### src/rtl/nvdla_package.sv
// nvdla_package: shared CSB request/response types and master state encoding
package nvdla_package;
  localparam int NVDLA_CSB_ADDR_W = 16;
  localparam int NVDLA_CSB_DATA_W = 32;
  typedef struct packed {
    logic [NVDLA_CSB_ADDR_W-1:0] addr;
    logic [NVDLA_CSB_DATA_W-1:0] wdat;
    logic                        write;
    logic                        wait_intr;
  } csb_req_t;
  typedef struct packed {
    logic [NVDLA_CSB_DATA_W-1:0] rdata;
    logic                        timeout;
    logic                        intr;
  } csb_rsp_t;
  typedef enum logic [2:0] {IDLE, REQ, WAIT_RESP, WAIT_INTR, RSP} csb_master_state_e;
endpackage

### src/rtl/nvdla_intr_sync.sv
// nvdla_intr_sync: 2-flop synchronizer for the NVDLA interrupt with a rising-edge pulse
module nvdla_intr_sync (
  input  logic clk_i,
  input  logic rst_ni,
  input  logic intr_i,
  output logic rise_o
);
  logic [2:0] sync_q;
  always_ff @(posedge clk_i or negedge rst_ni)
    if (!rst_ni) sync_q <= '0;
    else sync_q <= {sync_q[1:0], intr_i};
  assign rise_o = sync_q[1] & ~sync_q[2];
endmodule

### src/rtl/nvdla_csb_master.sv
// nvdla_csb_master: issues one CSB transaction per request and returns its response
module nvdla_csb_master
  import nvdla_package::*;
#(
  parameter int TIMEOUT_CYCLES = 4096,
  parameter int CNT_W          = 16
) (
  input  logic                        clk_i,
  input  logic                        rst_ni,
  input  logic                        clear_i,
  input  logic                        req_valid_i,
  output logic                        req_ready_o,
  input  csb_req_t                    req_i,
  output logic                        rsp_valid_o,
  input  logic                        rsp_ready_i,
  output csb_rsp_t                    rsp_o,
  output logic                        csb2nvdla_valid_o,
  input  logic                        csb2nvdla_ready_i,
  output logic [NVDLA_CSB_ADDR_W-1:0] csb2nvdla_addr_o,
  output logic [NVDLA_CSB_DATA_W-1:0] csb2nvdla_wdat_o,
  output logic                        csb2nvdla_write_o,
  output logic                        csb2nvdla_nposted_o,
  input  logic                        nvdla2csb_valid_i,
  input  logic [NVDLA_CSB_DATA_W-1:0] nvdla2csb_data_i,
  input  logic                        nvdla2csb_wr_complete_i,
  input  logic                        dla_intr_i,
  output logic                        busy_o
);
  csb_master_state_e state_q, state_d;
  csb_req_t          req_q, req_d;
  csb_rsp_t          rsp_q, rsp_d;
  logic [CNT_W-1:0]  cnt_q, cnt_d;
  logic              seen_q, seen_d, clr_q, clr_d;
  logic              intr_rise, resp_evt, expired;

  nvdla_intr_sync u_intr_sync (
    .clk_i  (clk_i),
    .rst_ni (rst_ni),
    .intr_i (dla_intr_i),
    .rise_o (intr_rise)
  );

  assign resp_evt = req_q.write ? nvdla2csb_wr_complete_i : nvdla2csb_valid_i;
  assign expired  = (TIMEOUT_CYCLES != 0) && (cnt_q == CNT_W'(TIMEOUT_CYCLES - 1));

  always_comb begin
    state_d = state_q;
    req_d   = req_q;
    rsp_d   = rsp_q;
    cnt_d   = cnt_q;
    clr_d   = clr_q;
    seen_d  = seen_q | (intr_rise & (state_q inside {REQ, WAIT_RESP, WAIT_INTR}));
    case (state_q)
      IDLE: begin
        seen_d = 1'b0;
        if (req_valid_i) begin
          req_d   = req_i;
          rsp_d   = '0;
          state_d = REQ;
        end
      end
      REQ: begin
        clr_d = clr_q | clear_i;
        cnt_d = '0;
        state_d = csb2nvdla_ready_i ? (clr_d ? IDLE : WAIT_RESP) : REQ;
      end
      WAIT_RESP: begin
        cnt_d = cnt_q + 1'b1;
        if (resp_evt) begin
          rsp_d.rdata = req_q.write ? '0 : nvdla2csb_data_i;
          cnt_d       = '0;
          state_d     = req_q.wait_intr ? WAIT_INTR : RSP;
        end else if (expired) begin
          rsp_d.rdata   = '0;
          rsp_d.timeout = 1'b1;
          state_d       = RSP;
        end
      end
      WAIT_INTR: begin
        cnt_d = cnt_q + 1'b1;
        if (seen_q) begin
          rsp_d.intr = 1'b1;
          state_d    = RSP;
        end else if (expired) begin
          rsp_d.rdata   = '0;
          rsp_d.timeout = 1'b1;
          state_d       = RSP;
        end
      end
      RSP: state_d = rsp_ready_i ? IDLE : RSP;
      default: state_d = IDLE;
    endcase
    // A clear never drops a CSB request mid-handshake; it only lands once REQ completes
    if ((clear_i && state_q != REQ) || (state_q == REQ && csb2nvdla_ready_i && clr_d)) begin
      state_d = IDLE;
      req_d   = '0;
      rsp_d   = '0;
      cnt_d   = '0;
      seen_d  = 1'b0;
      clr_d   = 1'b0;
    end
  end

  always_ff @(posedge clk_i or negedge rst_ni)
    if (!rst_ni) begin
      state_q <= IDLE;
      req_q   <= '0;
      rsp_q   <= '0;
      cnt_q   <= '0;
      seen_q  <= 1'b0;
      clr_q   <= 1'b0;
    end else begin
      state_q <= state_d;
      req_q   <= req_d;
      rsp_q   <= rsp_d;
      cnt_q   <= cnt_d;
      seen_q  <= seen_d;
      clr_q   <= clr_d;
    end

  assign req_ready_o         = (state_q == IDLE) & ~clear_i;
  assign busy_o              = state_q != IDLE;
  assign rsp_valid_o         = state_q == RSP;
  assign rsp_o               = rsp_valid_o ? rsp_q : '0;
  assign csb2nvdla_valid_o   = state_q == REQ;
  assign csb2nvdla_addr_o    = csb2nvdla_valid_o ? req_q.addr : '0;
  assign csb2nvdla_wdat_o    = csb2nvdla_valid_o ? req_q.wdat : '0;
  assign csb2nvdla_write_o   = csb2nvdla_valid_o & req_q.write;
  assign csb2nvdla_nposted_o = csb2nvdla_valid_o & req_q.write;
endmodule

### config.mk
export PLATFORM = sky130hd
export DESIGN_NAME = nvdla_csb_master
export DESIGN_NICKNAME = d
export VERILOG_FILES = /design/src/rtl/nvdla_package.sv /design/src/rtl/nvdla_intr_sync.sv /design/src/rtl/nvdla_csb_master.sv
export SDC_FILE = /design/constraint.sdc
export NUM_CORES = 1
export LEC_CHECK = 0
export CORE_ASPECT_RATIO = 0.8
export CORE_MARGIN = 2
export CORE_UTILIZATION = 45
export CTS_BUF_LIST = sky130_fd_sc_hd__clkbuf_16
export DETAILED_ROUTE_END_ITERATION = 10
export GPL_TIMING_DRIVEN = 1
export PLACE_DENSITY = 0.84
export SYNTH_ARGS = -nofsm -noshare
export SYNTH_HDL_FRONTEND = slang
export SYNTH_SLANG_ARGS = --single-unit
### constraint.sdc
create_clock -name clk_i -period 5.62 [get_ports clk_i]
set_input_delay 0.843 -clock clk_i [delete_from_list [all_inputs] [get_ports clk_i]]
set_output_delay 0.843 -clock clk_i [all_outputs]
set_load 0.03 [all_outputs]
* Yosys cells after proc, flatten, opt, wreduce, memory -nomap -nowiden *
Cells that the tools add are included.

cells by class
  add/subtract/negate cells = 1
  equal/unequal tests = 10
  mux-type cells = 34
  bitwise gates (word level) = 8
  reduce and logical (&&, ||, !) cells = 16

operators with widths
  cell                   count
  $mux 50                3
  $mux 34                3
  $pmux 33 s3            1
  $mux 32                3
  $mux 33                2
  $mux 16                3
  $pmux 16 s3            1
  $mux 3                 7
  $add 16x1->16 const B  1
  $eq 16x12->1 const B   1
  $pmux 3 s5             1
  $ne 3x2->1 const B     3
  $reduce_bool 3->1      3
  $reduce_bool 4->1      2
  $mux 1                 7
  $eq 3x2->1 const B     2
  $reduce_and 3->1       2
  $and 1x1->1            4
  $mux 2                 2
  $reduce_and 4->1       1
  $reduce_bool 2->1      2
  $eq 3x1->1 const B     1
  $eq 3x3->1 const B     1
  $logic_and 1x1->1      3
  other kinds (8)        10

storage, ports and cells
  bits in registers = 108
  input bits = 91
  logic and storage cells = 81

* Longest topological paths before layout *
Gate-level depths: netlist of the first run.

  depth after elaboration = 6
  gate-level depth with buffers = 7
  gate-level depth less buffers = 5

* Cells and area by module *
A second synthesis of the first run with hierarchy kept.

second synthesis, totals
  cells, all modules = 592
  area total of the unflattened synthesis = 5686.7 um^2

modules (own cells, without submodules)
  module            instances  cells an instance  area each (um^2)
  nvdla_csb_master  1          588                5597.9
  nvdla_intr_sync   1          4                  88.8

* Least setup slack after synthesis of the first run *
No wires, ideal clock.

  kind = flip-flop to output port
  from = register state_q[1]
  to = output csb2nvdla_wdat_o[22]
  arrival time = 1.800 ns
  setup slack = 2.977 ns
  stages on the path, launching flop included = 5
  path buffers = 1
  cells stage by stage = dfrtp_1 or3b_2 clkinv_1 clkbuf_1 and2_1

on the way
  word-level cells in the longest chain between the ends = 2

ends and longest elaborated chain
  what                    line                     source
  from (decl)             nvdla_csb_master.sv:29   csb_master_state_e state_q, state_d;
  from (signal assigned)  nvdla_csb_master.sv:113  state_q <= state_d;
  $eq 3x1->1              nvdla_csb_master.sv:125  assign csb2nvdla_valid_o = state_q == REQ;
  net csb2nvdla_valid_o   nvdla_csb_master.sv:17   output logic csb2nvdla_valid_o,
  $mux 32                 nvdla_csb_master.sv:127  assign csb2nvdla_wdat_o = csb2nvdla_valid_o ? req_q.wdat : '0;
  to (decl)               nvdla_csb_master.sv:20   output logic [NVDLA_CSB_DATA_W-1:0] csb2nvdla_wdat_o,

The timed path passes the listed nets, and every way through them passes these cells.

* Worst setup path after layout of the first run *
  from = register state_q[0]
  to = output csb2nvdla_addr_o[4]

on the way
  word-level cells in the longest chain between the ends = 2

ends and longest elaborated chain
  what        line                     source
  $eq 3x1->1  nvdla_csb_master.sv:125
  $mux 16     nvdla_csb_master.sv:126  assign csb2nvdla_addr_o = csb2nvdla_valid_o ? req_q.addr : '0;
  to (decl)   nvdla_csb_master.sv:19   output logic [NVDLA_CSB_ADDR_W-1:0] csb2nvdla_addr_o,

Every way passes these cells.

==> results of run 1 <==
[cells in the final DEF (no fill, tap or decap), drive strengths merged, types with 2 or more instances in the layout]
master	instances
a32oi	2
nand2b	8
dfrtp	108
o31ai	2
clkinv	2
mux2i	4
o21ai	88
a22o	2
mux2	2
nand2	132
or3	3
clkbuf	9
bufinv	2
and3	38
nor2	14
nor3b	3
buf	8
clkinvlp	2
or4	2
o21bai	2
clkdlybuf4s50	177
xnor2	2
and2	52
a21oi	11
a211oi	5
a31oi	11
nand4	3
or2	2
nand3	58
inv	6
[worst paths after layout]
check	to	slack (ns)	depth (start not counted)
worst max-delay path	csb2nvdla_addr_o[4]	1.69	5
worst min-delay path	u_intr_sync.sync_q[1]	0.35	0
worst max register to register	rsp_q[23]	2.61	4
worst min register to register	u_intr_sync.sync_q[1]	0.35	0
max in group asynchronous	rsp_q[26]	3.90	2
min in group asynchronous	req_q[28]	0.43	1
[area by class of cell]
| cell class | instances | area (µm²) |
|---|---|---|
| Sequential cell | 108 | 2700 |
| Tap cell | 148 | 185 |
| Timing Repair Buffer | 185 | 1830 |
| Inverter | 5 | 18.8 |
| Multi-Input combinational cell | 460 | 2460 |
| Fill cell | 911 | 4090 |
| Clock buffer | 9 | 225 |
| Clock inverter | 7 | 91.3 |
[state kept, by name, indices dropped and copies added, names as in the netlist]
name / flops
state_q: 3
rsp_q: 34
cnt_q: 16
req_q: 50
seen_q: 1
u_intr_sync.sync_q: 3
clr_q: 1
[routing by layer]
layer | track usage, % | wire [µm] | vias to the layer above
met5 | 0 | 0 | -
met4 | 8.45 | 345 | 0
met3 | 5.34 | 943 | 33
li1 | - | - | 2405
met1 | 30.2 | 6340 | 2465
met2 | 38.7 | 7330 | 201
[stage by stage]
stage / util, % / cells / total power, mW / hold slack, ns / cell area [µm²]
floorplan: - / 622 / 1.33 / 0.331 / 5390
global placement: 62.0 / 906 / 1.57 / 0.341 / 7200
detailed placement: 62.0 / 906 / 1.59 / 0.339 / 7200
CTS: 64.8 / 922 / 2.26 / 0.355 / 7520
global route: 64.8 / 922 / 2.36 / 0.368 / 7520
finish: 64.8 / 922 / 2.25 / 0.353 / 7520
[critical path, stage by stage, from the launching register on]
cell and delay [ns]:
dfrtp_1 0.50, or3b_2 0.31, clkinv_1 0.70, buf_4 0.46, and2_1 0.17, clkdlybuf4s50_1 0.58
[power groups by stage]
stage | combinational [mW] | clock (mW) | sequential [mW]
6_report | 0.657 | 0.672 | 0.924
5_1_grt | 0.715 | 0.713 | 0.934
4_1_cts | 0.659 | 0.680 | 0.922
3_5_place_dp | 0.656 | 0 | 0.936
3_3_place_gp | 0.640 | 0 | 0.930
2_1_floorplan | 0.416 | 0 | 0.915
[cells by family (layout without fill, tap and decap cells)]
| kind of cell | count (synthesis) | in the layout | synth area share, % |
|---|---|---|---|
| AOI/OAI and AO/OA | 130 | 130 | 14.1 |
| xor gates and xnor gates | 2 | 2 | 0.325 |
| adders and majority gates | 1 | 1 | 0.232 |
| buffers and inverters | 54 | 206 | 4.44 |
| DFF | 108 | 108 | 50.2 |
| muxes | 6 | 6 | 1.16 |
| and+or+nand+nor | 321 | 321 | 29.6 |
==> results.json, run 1 <==
{
  "cp.required_ns": 4.78,
  "via_count": 5104,
  "netlist_top_cells_area": "dfrtp_1 50%, nand2_1 9.2%, o21ai_0 7.2%",
  "outcome": "completed",
  "cts_setup_buffers": 0,
  "routed_via_density": 5.54,
  "dpl.hpwl_um": 10200,
  "synthTopCellsByCount": "132 x nand2_1, 108 x dfrtp_1, 78 x o21ai_0, 58 x nand3_1, 51 x and2_1",
  "grt-ovfl-total": 0,
  "postSynth.asyncResetShare_pct": 100,
  "die_area_mm2": 0.0129,
  "pin_count": 179,
  "power_frac_comb_pct": 29.2,
  "drc": 0,
  "cts_buffer_depth": 2,
  "switching_share_pct": 33.2,
  "drtAntennaViolNets": 0,
  "drv_cap": 0,
  "grt_use_total_pct": 23.2,
  "path_clk_slew_ns": 0.07,
  "seq_power_share_pct": 41.0,
  "layout.nets": 861,
  "num_antenna_cells": 0,
  "chipHeight_um": 102,
  "critPathArrivalTime_ns": 3.09,
  "path_max_fanout": 40,
  "synthFlopType": "dfrtp_1",
  "cts_hold_buf": 0,
  "synth_warnings": 0,
  "dpl_worst_slack_ns": 2.07,
  "slew_headroom_pct": 12.5,
  "grt_pass1_vias": 4950,
  "setup.worst_path.start": "state_q[0]",
  "drive_gt1_share_pct": 5.04,
  "hp-class": "reg -> reg",
  "postSynthAreaPerCell_um2": 8.66,
  "layout_worst_path_cycle_share_pct": 70.0,
  "die_w_um": 126,
  "p_int_mw": 1.50,
  "clk_latency_ns": 0.35,
  "port_buffers": 178,
  "rows": 35,
  "synth_edf_count": 0,
  "max_freq_mhz": 254,
  "yosysTopAreaCellShare_pct": 50.2,
  "ys_seq_elements": 108,
  "cts_root_buf": "clkbuf_16",
  "setup_violations": 0,
  "htreeDepth": 3,
  "cts_resized": 0,
  "final.setup_skew_ns": 0.00632,
  "fin_setup_tns_ns": 0,
  "p_sw_mw": 0.749,
  "crit_type": "reg -> out",
  "power_frac_clock_pct": 29.8,
  "synth.most_common_cell": "nand2_1",
  "gp_congestion": 0.859,
  "ys_seq_area_share_pct": 50.2,
  "critPathCaptureType": "primary output",
  "synth_nets": 714,
  "antenna_found_initial": 0,
  "yosysUniqueCellTypes": 51,
  "coreArea_mm2": 0.0116,
  "drt_iter0_markers": 323,
  "ir_worst_vdd_mv": 0.171,
  "post_drt_wl_per_cell_um": 16.2,
  "areaGrowthSynthToFinish_pct": 39.6,
  "initial_core_util_pct": 46.4,
  "grt_pass1_wl_um": 24100,
  "fin_crit_ns": 3.93,
  "cts_sinks": 108,
  "cts-buffers-inserted": 9,
  "cellPowerDensity_mw_per_mm2": 300,
  "finalWorstSetupSlack_ns": 1.69,
  "hp-start": "u_intr_sync.sync_q[0]",
  "netlist.top_cell.by_area": "dfrtp_1",
  "cp-start-kind": "flip-flop",
  "tightest_slew_ns": 1.31,
  "cts_tree": "yes",
  "synth_area_mm2": 0.00539,
  "finalHoldViolCount": 0,
  "reg2reg_from": "cnt_q[12]",
  "rsz0062_at_grt": "false",
  "final_max_slew_viol_count": 0,
  "synthCells": 622,
  "p_leak_nw": 3.26,
  "drt-pass1-iter-count": 5,
  "grt_start_max_net_pins": 78,
  "wl_um": 15000
}
Note: power is estimated with default switching activity, not from simulation.
==> inputs of run 2 (changes only) <==
==> constraint.sdc (replaced) <==
create_clock -name clk_i -period 3.7 [get_ports clk_i]
set_input_delay 0.555 -clock clk_i [delete_from_list [all_inputs] [get_ports clk_i]]
set_output_delay 0.555 -clock clk_i [all_outputs]
set_load 0.03 [all_outputs]
==> results.json, run 2 (synthesized netlist as in run 1, its figures left out) <==
{
  "drt_iter0_markers": 434,
  "cts_resized": 0,
  "coreArea_mm2": 0.0116,
  "top_register": "req_q",
  "ir_worst_vdd_mv": 0.273,
  "finalWorstSetupSlack_ns": 0.358,
  "dpl.hpwl_um": 9940,
  "finalHoldViolCount": 0,
  "drtAntennaViolNets": 0,
  "p_total_mw": 3.28,
  "cellPowerDensity_mw_per_mm2": 437,
  "cts-buffers-inserted": 9,
  "layout_worst_path_cycle_share_pct": 90.3,
  "layout.nets": 865,
  "critPathCaptureType": "primary output",
  "worstRegToRegCells": 6,
  "grt_pass1_vias": 4835,
  "antenna_found_initial": 0,
  "routed_via_density": 5.42,
  "cts_tree": "yes",
  "gp_congestion": 0.855,
  "min_path_cells": 0,
  "setup.worst_path.start": "state_q[0]",
  "dpl_worst_slack_ns": 0.718,
  "num_antenna_cells": 0,
  "drc": 0,
  "max_freq_mhz": 299,
  "port_buffers": 178,
  "die_w_um": 126,
  "rsz0062_at_grt": "false",
  "critPathArrivalTime_ns": 2.79,
  "cts_sinks": 108,
  "grt_pass1_wl_um": 23400,
  "initial_core_util_pct": 46.4,
  "crit_type": "reg -> out",
  "post_drt_wl_per_cell_um": 15.7,
  "cp_cell_sequence": "or3b_2 > clkinv_1 > buf_4 > and2_1 > clkdlybuf4s50_1",
  "multiInputGateArea_mm2": 0.00246,
  "cp-start-kind": "flip-flop",
  "largest_reg_flops": 50,
  "slowest_stage": "clkdlybuf4s50_1",
  "clk_latency_ns": 0.34,
  "final_max_slew_viol_count": 0,
  "grt_use_total_pct": 22.2,
  "fin_setup_tns_ns": 0,
  "p_leak_nw": 3.27,
  "cts_buffer_depth": 2,
  "setup_violations": 0,
  "top_regs": "req_q (50), rsp_q (34), cnt_q (16)",
  "path_max_fanout": 50,
  "hp-class": "reg -> reg",
  "outcome": "completed",
  "tightest_slew_ns": 1.14,
  "place_area_mm2": 0.00723,
  "hp-start": "u_intr_sync.sync_q[0]",
  "rows": 35,
  "die_area_mm2": 0.0129,
  "final_cell_mix": "176 x clkdlybuf4s50_1, 132 x nand2_1, 108 x dfrtp_1",
  "fill_cells": 918,
  "grt-ovfl-total": 0,
  "path_clk_slew_ns": 0.07,
  "slowest_delay_ns": 0.68,
  "areaGrowthSynthToFinish_pct": 39.2,
  "grt_start_max_net_pins": 92,
  "htreeDepth": 3,
  "cp.required_ns": 3.14,
  "fin_crit_ns": 3.34,
  "fin_area_mm2": 0.00750,
  "cts_hold_buf": 0,
  "ff2ff_setup_slack_ns": 0.80,
  "drive_gt1_share_pct": 5.66,
  "endpoint": "csb2nvdla_wdat_o[11]",
  "r2r_end": "state_q[1]",
  "cts_setup_buffers": 0,
  "wl_um": 14600,
  "chipHeight_um": 102,
  "cts_root_buf": "clkbuf_16",
  "via_count": 5015,
  "reg2reg_from": "state_q[0]",
  "pin_count": 179,
  "drv_cap": 0,
  "regArea_mm2": 0.00270,
  "slew_headroom_pct": 24.2,
  "layout_commonest_cell": "clkdlybuf4s50_1",
  "final.setup_skew_ns": 0.00948,
  "drt-pass1-iter-count": 4
}
[run 2: worst min path at each step]
stage	endpoint	slack, ns
final	u_intr_sync.sync_q[1]	0.37
after global routing	u_intr_sync.sync_q[1]	0.38
after CTS	u_intr_sync.sync_q[1]	0.38
after detailed placement	u_intr_sync.sync_q[1]	0.36
after global placement	u_intr_sync.sync_q[1]	0.34
after floorplan	clr_q	0.26
[run 2: worst max-delay path: cells and delay by family, from the launching register on]
family | cells | cell delay, ns
buffers and inverters | 3 | 1.14
AND/OR/NAND/NOR | 2 | 0.74
flip-flops | 1 | 0.55
[run 2: metal layers]
layer  wire length, µm  GRT usage, %
met3               963          4.92
met2              7170          37.8
met5                 0             0
met4               190          4.99
met1              6250          29.7
[run 2: area by class of cell]
cell class	count	share of cell area, %
multi-input combinational	460	32.8
clock inverter	7	0.617
tap	148	2.47
clock buffer	9	3.00
sequential	108	36.0
timing repair buffer	189	24.8
inverter	5	0.250
[run 2: per-stage QoR]
stage	hold WS (ns)	utilization (%)	cells
after floorplan	0.259	-	622
after global placement	0.340	62.3	910
after detailed placement	0.359	62.3	910
after CTS	0.382	64.6	926
after global routing	0.381	64.6	926
final	0.372	64.6	926
[run 2: report_power, final]
part / leakage (nW) / switching [mW] / internal, mW
registers: 1.45 / 0.0836 / 1.32
clock network: 0.138 / 0.420 / 0.454
logic: 1.68 / 0.618 / 0.380
total: 3.27 / 1.12 / 2.16
==> inputs of run 3 (changes only) <==
--- a/config.mk
+++ b/config.mk
@@ -11,7 +11,7 @@
 export CTS_BUF_LIST = sky130_fd_sc_hd__clkbuf_16
 export DETAILED_ROUTE_END_ITERATION = 10
 export GPL_TIMING_DRIVEN = 1
-export PLACE_DENSITY = 0.84
+export PLACE_DENSITY = 0.79
 export SYNTH_ARGS = -nofsm -noshare
 export SYNTH_HDL_FRONTEND = slang
 export SYNTH_SLANG_ARGS = --single-unit
==> constraint.sdc (replaced) <==
create_clock -name clk_i -period 4.25 [get_ports clk_i]
set_input_delay 0.6375 -clock clk_i [delete_from_list [all_inputs] [get_ports clk_i]]
set_output_delay 0.6375 -clock clk_i [all_outputs]
set_load 0.03 [all_outputs]
==> results.json, run 3 (synthesized netlist as in run 1, its figures left out) <==
{
  "cellPowerDensity_mw_per_mm2": 393,
  "initial_core_util_pct": 46.4,
  "switching_share_pct": 32.8,
  "tightest_slew_ns": 1.13,
  "cp-start-kind": "flip-flop",
  "worstRegToRegCells": 5,
  "multiInputGateArea_mm2": 0.00246,
  "critPathCaptureType": "primary output",
  "power_frac_clock_pct": 29.2,
  "largest_reg_flops": 50,
  "regArea_mm2": 0.00270,
  "drive_gt1_share_pct": 5.03,
  "drv_cap": 0,
  "rows": 35,
  "fill_cells": 978,
  "layout.nets": 863,
  "dpl_worst_slack_ns": 1.15,
  "layout_commonest_cell": "clkdlybuf4s50_1",
  "finalHoldViolCount": 0,
  "final_max_slew_viol_count": 0,
  "coreArea_mm2": 0.0116,
  "die_area_mm2": 0.0129,
  "gp_congestion": 0.864,
  "clk_latency_ns": 0.34,
  "setup_violations": 0,
  "grt_start_max_net_pins": 136,
  "r2r_end": "req_q[36]",
  "num_antenna_cells": 0,
  "finalWorstSetupSlack_ns": 0.788,
  "grt-ovfl-total": 0,
  "wl_um": 15000,
  "antenna_found_initial": 0,
  "routed_via_density": 5.47,
  "chipHeight_um": 102,
  "post_drt_wl_per_cell_um": 16.2,
  "cts_tree": "yes",
  "reg2reg_from": "state_q[2]",
  "p_sw_mw": 0.971,
  "ff2ff_setup_slack_ns": 1.60,
  "layout_worst_path_cycle_share_pct": 81.5,
  "power_frac_comb_pct": 29.6,
  "die_w_um": 126,
  "via_count": 5051,
  "crit_type": "reg -> out",
  "final_util_pct": 64.9,
  "place_area_mm2": 0.00723,
  "fin_area_mm2": 0.00753,
  "max_freq_mhz": 289,
  "areaGrowthSynthToFinish_pct": 39.9,
  "cts_resized": 0,
  "grt_pass1_wl_um": 24300,
  "cts-buffers-inserted": 9,
  "dpl.hpwl_um": 10200,
  "fin_setup_tns_ns": 0,
  "final_cell_mix": "177 x clkdlybuf4s50_1, 132 x nand2_1, 108 x dfrtp_1",
  "hp-class": "in -> async",
  "dp.cells": 908,
  "cts_hold_buf": 0,
  "fin_crit_ns": 3.46,
  "grt_use_total_pct": 23.4,
  "drt-pass1-iter-count": 5,
  "seq_power_share_pct": 41.2,
  "p_leak_nw": 3.27,
  "p_int_mw": 1.99,
  "critPathArrivalTime_ns": 2.82,
  "rsz0062_at_grt": "false",
  "cts_setup_buffers": 0,
  "port_buffers": 178,
  "drtAntennaViolNets": 0,
  "htreeDepth": 3,
  "pin_count": 179,
  "cp.required_ns": 3.61,
  "grt_pass1_vias": 4924,
  "drt_iter0_markers": 315,
  "path_clk_slew_ns": 0.07,
  "top_regs": "req_q (50), rsp_q (34), cnt_q (16)",
  "ir_worst_vdd_mv": 0.205,
  "cts_root_buf": "clkbuf_16",
  "final.setup_skew_ns": 0.00950,
  "drc": 0,
  "final_cells": 923,
  "cts_buffer_depth": 2,
  "path_max_fanout": 54,
  "outcome": "completed",
  "slew_headroom_pct": 24.8,
  "cts_sinks": 108,
  "top_register": "req_q"
}
## run 3: cell count changes in the layout (fill, tap and decap cells not counted), moves of 2 or more
cell and delta:
inv_1 -2, clkinv_1 +3, clkinv_4 -2, buf_4 -4
bufinv_16 +2
## run 3: per-stage QoR
step	total power [mW]	hold WS, ns
after floorplan	1.76	0.331
after global placement	2.09	0.338
after detailed placement	2.12	0.344
after CTS	2.98	0.257
after global routing	3.12	0.271
final	2.96	0.243
## run 3: layout make-up
class                      instances  share of cell area, %
timing repair buffer             187                   24.7
multi-input combinational        460                   32.7
clock buffer                       9                   2.99
inverter                           5                  0.249
tap                              148                   2.46
clock inverter                     6                   1.06
sequential                       108                   35.9
## run 3: power by group through the flow
stage                     Clock [mW]  Combinational, mW  Sequential (mW)
after floorplan                    0              0.551             1.21
final                          0.866              0.876             1.22
after detailed placement           0              0.880             1.24
after CTS                      0.881              0.882             1.22
after global routing           0.926              0.954             1.24
after global placement             0              0.857             1.23
## run 3: worst max-delay path, cell delays in order (launching register included)
cell and delay (ns):
dfrtp_1 0.54, or3b_2 0.54, clkinv_1 0.07, buf_4 0.36, and2_1 0.26, clkdlybuf4s50_1 0.69
## run 3: worst max path at each step
| stage | slack, ns | cells after the start | start | end |
|---|---|---|---|---|
| after detailed placement | 1.15 | 5 | state_q[0] | csb2nvdla_write_o |
| after floorplan | 1.81 | 4 | state_q[1] | csb2nvdla_wdat_o[22] |
| after global routing | 0.61 | 5 | state_q[0] | csb2nvdla_write_o |
| after CTS | 0.76 | 5 | state_q[0] | csb2nvdla_write_o |
| final | 0.79 | 5 | state_q[0] | csb2nvdla_write_o |
| after global placement | 1.19 | 5 | state_q[0] | csb2nvdla_nposted_o |
## run 3: per-layer routing
metal	routed length [µm]	vias to the layer above	global-route usage [%]
li1	-	2421	-
met1	6500	2462	31.5
met2	7440	150	38.5
met3	903	18	6.81
met4	138	0	4.82
met5	0	-	0
